## src/rtl/sr_icache_resp.sv

```systemverilog
`default_nettype none
//==============================================================================
// Module   : sr_icache_resp
// Brief    : Direct-mapped instruction cache.
//            Returns hits one cycle after acceptance. Misses refill a whole
//            line from backing memory before the requested word is returned.
// Revision : 1.0
//==============================================================================
module sr_icache_resp #(
    parameter int LINES = 8,
    parameter int WORDS = 4
) (
    input  logic        clk,
    input  logic        rst,
    input  logic        inv,
    input  logic        im_req,
    input  logic [31:0] im_addr,
    output logic [31:0] im_data,
    output logic        im_drdy,
    output logic        mem_req,
    output logic [31:0] mem_addr,
    input  logic [31:0] mem_rdata,
    input  logic        mem_rvalid
);

    localparam int c_OB = $clog2(WORDS);
    localparam int c_IB = $clog2(LINES);
    localparam int c_TB = 30 - c_OB - c_IB;
    localparam logic [c_OB-1:0] c_LAST_BEAT = c_OB'(WORDS - 1);

    typedef enum logic [1:0] {
        IDLE    = 2'd0,
        LOOKUP  = 2'd1,
        REFILL  = 2'd2,
        RESPOND = 2'd3
    } state_t;

    state_t            r_state;
    state_t            w_stateNext;
    logic [29:0]       r_reqAddr;
    logic [c_OB-1:0]   r_beatCnt;
    logic [LINES-1:0]  r_valid;
    logic [c_TB-1:0]   r_tagArr  [LINES];
    logic [31:0]       r_dataArr [LINES*WORDS];

    logic [c_OB-1:0]   w_off;
    logic [c_IB-1:0]   w_idx;
    logic [c_TB-1:0]   w_tag;
    logic              w_hit;
    logic [31:0]       w_readWord;
    logic              w_beatAccept;
    logic              w_lastBeat;
    logic              w_invAll;
    logic              w_capture;
    logic              w_missClr;
    logic              w_unused;

    // The request register holds a word address; byte-lane bits are dropped.
    assign w_unused     = ^im_addr[1:0];
    assign w_off        = r_reqAddr[c_OB-1:0];
    assign w_idx        = r_reqAddr[c_OB+c_IB-1:c_OB];
    assign w_tag        = r_reqAddr[29:c_OB+c_IB];
    assign w_hit        = r_valid[w_idx] && (r_tagArr[w_idx] == w_tag);
    assign w_readWord   = r_dataArr[{w_idx, w_off}];
    assign w_beatAccept = (r_state == REFILL) && mem_rvalid;
    assign w_lastBeat   = w_beatAccept && (r_beatCnt == c_LAST_BEAT);

    always_comb begin
        w_stateNext = r_state;
        im_drdy     = 1'b0;
        im_data     = '0;
        mem_req     = 1'b0;
        mem_addr    = '0;
        w_invAll    = 1'b0;
        w_capture   = 1'b0;
        w_missClr   = 1'b0;
        case (r_state)
            IDLE: begin
                if (inv) begin
                    w_invAll = 1'b1;
                end else if (im_req) begin
                    w_capture   = 1'b1;
                    w_stateNext = LOOKUP;
                end
            end
            LOOKUP: begin
                if (w_hit) begin
                    im_drdy     = 1'b1;
                    im_data     = w_readWord;
                    w_stateNext = IDLE;
                end else begin
                    w_missClr   = 1'b1;
                    w_stateNext = REFILL;
                end
            end
            REFILL: begin
                mem_req  = 1'b1;
                mem_addr = {w_tag, w_idx, {(c_OB + 2){1'b0}}};
                if (w_lastBeat) begin
                    w_stateNext = RESPOND;
                end
            end
            RESPOND: begin
                im_drdy     = 1'b1;
                im_data     = w_readWord;
                w_stateNext = IDLE;
            end
            default: begin
                w_stateNext = IDLE;
            end
        endcase
    end

    always_ff @(posedge clk) begin
        if (rst) begin
            r_state   <= IDLE;
            r_reqAddr <= '0;
            r_beatCnt <= '0;
            r_valid   <= '0;
        end else begin
            r_state <= w_stateNext;
            if (w_capture) begin
                r_reqAddr <= im_addr[31:2];
            end
            if (w_lastBeat) begin
                r_beatCnt <= '0;
            end else if (w_beatAccept) begin
                r_beatCnt <= r_beatCnt + 1'b1;
            end
            // The line stays invalid while it is being refilled, so an
            // interrupted refill never exposes a partial line.
            if (w_invAll) begin
                r_valid <= '0;
            end else if (w_missClr) begin
                r_valid[w_idx] <= 1'b0;
            end else if (w_lastBeat) begin
                r_valid[w_idx] <= 1'b1;
            end
        end
    end

    always_ff @(posedge clk) begin
        if (w_beatAccept && !rst) begin
            r_dataArr[{w_idx, r_beatCnt}] <= mem_rdata;
        end
        if (w_lastBeat && !rst) begin
            r_tagArr[w_idx] <= w_tag;
        end
    end

endmodule
`default_nettype wire

```

## config.mk

```make
export PLATFORM = sky130hd
export DESIGN_NAME = sr_icache_resp
export DESIGN_NICKNAME = d
export VERILOG_FILES = /design/src/rtl/sr_icache_resp.sv
export SDC_FILE = /design/constraint.sdc
export NUM_CORES = 1
export LEC_CHECK = 0
export CORE_ASPECT_RATIO = 0.5
export CORE_MARGIN = 3
export CORE_UTILIZATION = 23
export DETAILED_ROUTE_END_ITERATION = 8
export PLACE_DENSITY = 0.35
export SLEW_MARGIN = 0
export SYNTH_ARGS = -nofsm -noshare
export SYNTH_HDL_FRONTEND = slang
export SYNTH_SLANG_ARGS = --single-unit
```

## constraint.sdc

```tcl
create_clock -name clk -period 3.05 [get_ports clk]
set_clock_uncertainty 0.1 [all_clocks]
set_input_delay 0.305 -clock clk [delete_from_list [all_inputs] [get_ports clk]]
set_output_delay 0.305 -clock clk [all_outputs]
set_load 0.1 [all_outputs]
```

# Yosys cells after proc, flatten, opt, wreduce, memory -nomap -nowiden
# Memory sizes are Yosys's and may differ from the RTL's. A register that Yosys moved wholly into a read port is not among the register bits.
# Cells that the tools add are included.
[totals] input_bits=69 register_bits=42 elab_cells=64 n_memories=2 out_inout_bits=66 mem_bits_rw=1224
[mem_list] name="r_dataArr" depth=32 word_bits=32 read_ports=1 rd_clocked_by_memory_dff=1 write_ports=1 line="44" text="logic [31:0] r_dataArr [LINES*WORDS];"
[mem_list] name="r_tagArr" depth=8 word_bits=25 read_ports=1 rd_clocked_by_memory_dff=1 write_ports=1 line="43" text="logic [c_TB-1:0] r_tagArr [LINES];"
[classes] n_eq_ne=8 magnitude_cmp=2 add_sub_neg=1 muxes=32 bitwise_logic=3 reduce_logical=12
[ops] op="32-bit two-way mux" count=2
[ops] op="32-bit one-hot mux with 2 select lines" count=1
[ops] op="25-bit equality test" count=1
[ops] op="8-bit two-way mux" count=2
[ops] op="1-bit two-way mux" count=15
[ops] op="5-bit two-way mux" count=2
[ops] op="8-bit AND" count=1
[ops] op="2-bit two-way mux" count=4
[ops] op="8-bit NOT" count=1
[ops] op="8-bit OR" count=1
[ops] op="2-bit one-hot mux with 4 select lines" count=1
[ops] op="2-bit equality test (second input constant)" count=3
[ops] op="1-bit logical AND" count=6
[ops] op="3-bit two-way mux" count=2
[ops] op="2-bit != test (second input constant)" count=3
[ops] op="3-bit by 4-bit less-than comparator with 1-bit output (second input constant)" count=1
[ops] op="2-bit OR reduction" count=2
[ops] op="1-bit binary-select mux with 3-bit select" count=1
[ops] op="1-bit demux with 3-bit select" count=1
[ops] op="3-bit by 1-bit greater-or-equal comparator with 1-bit output (second input constant)" count=1
[ops] op="3-bit AND reduction" count=1
[ops] op="2-bit by 1-bit adder with 2-bit output (second input constant)" count=1
[ops] op="2-bit by 1-bit equality test with 1-bit output (second input constant)" count=1
[ops] op="2-bit logical NOT" count=1
[ops] op="3 further kinds" count=3

# Longest topological paths before layout
[depth] ltp_word=7 depth_mapped=12 depth_no_buf=7

# Worst setup path after synthesis
# OpenSTA, ideal clock, no wires.
[synth_path] kind="register to output" start="reg with a tool-made name" end="out im_data[0]" t_arrival_ps=4472 setup_slack_ps=-1827 stages_incl_launch_ff=11 path_buffers=3 t_required_ps=2645 cell_sequence="dfxtp_1 buf_4 buf_6 mux4_2 mux2i_1 xor2_1 o2111ai_1 nor4_2 a41oi_1 buf_2 nor3b_1"
[synth_rtl] element="end: declaration" line="18" text="output logic [31:0] im_data,"

==> results.tsv <==
metric	value	unit
synthArstFlopShare	0	
wl_per_cell	25.44	um
synth-main-ff-cell	edfxtp_1	
synth_top_area_share	0.7512	
dr_total_vias	23500	
wl	140500	um
peakVddDrop	0.0003394	V
clock.fmax	233.4	MHz
p_leak	18.73	nW
nets	2665	
final_common_cell	edfxtp_1	
path_class	reg2out	
syn_area	0.04893	mm^2
place_congestion	0.6957	
hpwl	80320	um
clk_pin_slew_worst_paths	0.07	ns
rsz0062_at_grt	true	
dieArea	0.2186	mm^2
first_global_vias	25060	
crit_chain	buf_12 -> mux4_2 -> mux2i_1 -> xor2_1 -> nand4_1 -> nor4_4 -> buf_4 -> a41oi_4 -> buf_12 -> buf_12 -> nor3b_4 -> buf_12	
yosys_warnings	0	
numCtsBuffers	140	
synth_cells	2172	
hold_viol	0	
yosysSeqAreaShare	0.7705	
port-buffer-count	128	
slowest_delay	0.49	ns
synth_largest_area_cell	edfxtp_1	
drc	0	
outcome	finished, violations left	
power_density	598.6	mW/mm^2
cp.required	2.64	ns
violations	setup timing	
start_util	0.2319	
ys_seq_elements	1271	
die_height	332.1	um
synth_compound_area_frac	0.01043	
avgSynthCellArea	22.53	um^2
synthXorXnorAreaFrac	0.004117	
most-common-layout-cells	edfxtp_1, mux4_2, buf_4	
grt_max_degree	65	
drt_pre_antenna_iters	5	
grt_pass1_wl	198100	um
core	0.2110	mm^2
fin_ws	-1.234	ns
min_period	4.284	ns
tritoncts	done	
period_share	1.405	
cts.sinks	1271	
post-route-util	0.2930	
ys_types	45	
maxCapViolations	0	
routed_via_density	4.254	
drive_above_1_share	0.3499	
synthMuxAreaShare	0.1793	
grt_usage	0.1273	
startpoint_type	register	
synth_edf_count	1224	
synth-simple-area-share	0.02312	
critPathMaxFanout	16	
synth_top_family_by_area	multiplexers	
ctsHtreeMaxLevel	4	
worst_ep_arrival_time	3.88	ns
max_slew.worst_pin.slew	1.085	ns
final_max_slew_viol_count	0	
syn_to_final_growth	26.37	%
synth_fa_ha_area_frac	0.001023	
cp_slowest_cell	mux4_2	
antenna_found_initial	7	
grt-ovfl-total	0	
slew_headroom	0.2741	
postPlaceCellArea	0.05729	mm^2
ant_nets	0	
synthTopCellsByArea	edfxtp_1, mux4_2, dfxtp_1, mux2i_1, clkbuf_1	
hp-class	in2reg	
cts_max_path_buffers	4	
die_w	658.3	um
finalSetupViolations	40	
path_common_cell	buf_12	
endpoint_kind	primary output	
drt_iter0_drc	1631	
critical_path.top_delay_family	simple AND/OR/NAND/NOR gates	
hold_start	im_addr[16]	
rows	119	
finalInstanceArea	0.06183	mm^2
clock-root-buffer	clkbuf_16	
path_buf_inv	5	
insertion_delay	0.76	ns
ios	135	
## stage by stage
step	total power, W	hold slack, ns	TNS, ns	setup slack (ns)	instances
final	0.03701	0.06479	-39.60	-1.234	5524
after global routing	0.03848	0.03222	-46.75	-1.400	5522
after CTS	0.03768	0.002423	-43.12	-1.352	5518
after detailed placement	0.02150	0.3741	-17.65	-0.5485	5266
after global placement	0.02149	0.3660	-17.81	-0.5468	5266
after floorplan	0.02054	0.3039	-15.63	-0.4747	2175
## synthesized netlist by cell type (7+ instances only)
cell      count
nand2_1      73
dfxtp_1      47
xnor2_1       9
xor2_1       14
a311oi_1      7
a21oi_1      41
mux4_2      350
edfxtp_1   1224
buf_1        14
nor2_1       54
mux2i_1      89
and2_1       28
clkbuf_1     80
nor3b_1      34
buf_2        21
a22oi_1      15
nor2b_1       7
buf_4         8
## registers in the layout, summed over array words and instances (netlist names), named ones only
register,count
r_reqAddr,30
r_state,1
r_dataArr,1024
r_tagArr,200
r_beatCnt,2
## worst min-delay path: cells and delay by family
family / cells / cell delay [ns]
compound gates: 1 / 0.06
buf+inv: 1 / 0.42
simple gates: 1 / 0.07
## power breakdown
group          total [W]  internal [W]  switching [W]  leakage (nW)
registers         0.0192        0.0191      0.0000339          11.4
logic            0.00194      0.000870        0.00107          5.29
clock network     0.0159       0.00914        0.00676          2.02
## cell type report
class	instances	area, um^2
diodes	3	7.507
clock buffers	178	3740
clock inverters	50	416.7
fillers	20530	149200
inverters	5	18.77
multi-input cells	774	11430
flip-flops and latches	1271	37720
well taps	2843	3557
repair buffers	400	4937
## final timing paths
path	to	slack, ns	depth (start not counted)
worst max-delay path	im_data[5]	-1.23	12
worst min-delay path	r_reqAddr[14]$_SDFFE_PP0P_	0.06	3
worst max register to register	register	-0.25	13
worst min register to register	register	0.38	2
## timing repair
action,in CTS,in global routing
hold endpoints to repair,18,0
hold buffers,17,0
pin swaps,5,5
gates cloned,1,0
gates resized for setup,10,6
endpoints found under the setup margin,42,40
buffers inserted,6,3
## layer usage
layer  vias to the layer above  share of wire  track usage
met3                       177          0.040      0.02421
met4                         8          0.017      0.02633
met1                     12920           0.47       0.1784
li1                       9981              -            -
met5                         -        0.00038            0
met2                       418           0.47       0.2054
## cell families after synthesis
kind of cell / Yosys count
compound gates: 79
flops: 1271
mux: 439
fa+ha+maj: 4
buf+inv: 130
other cells: 1
simple gates: 225
xor+xnor: 23
Note: power is estimated with default switching activity, not from simulation.
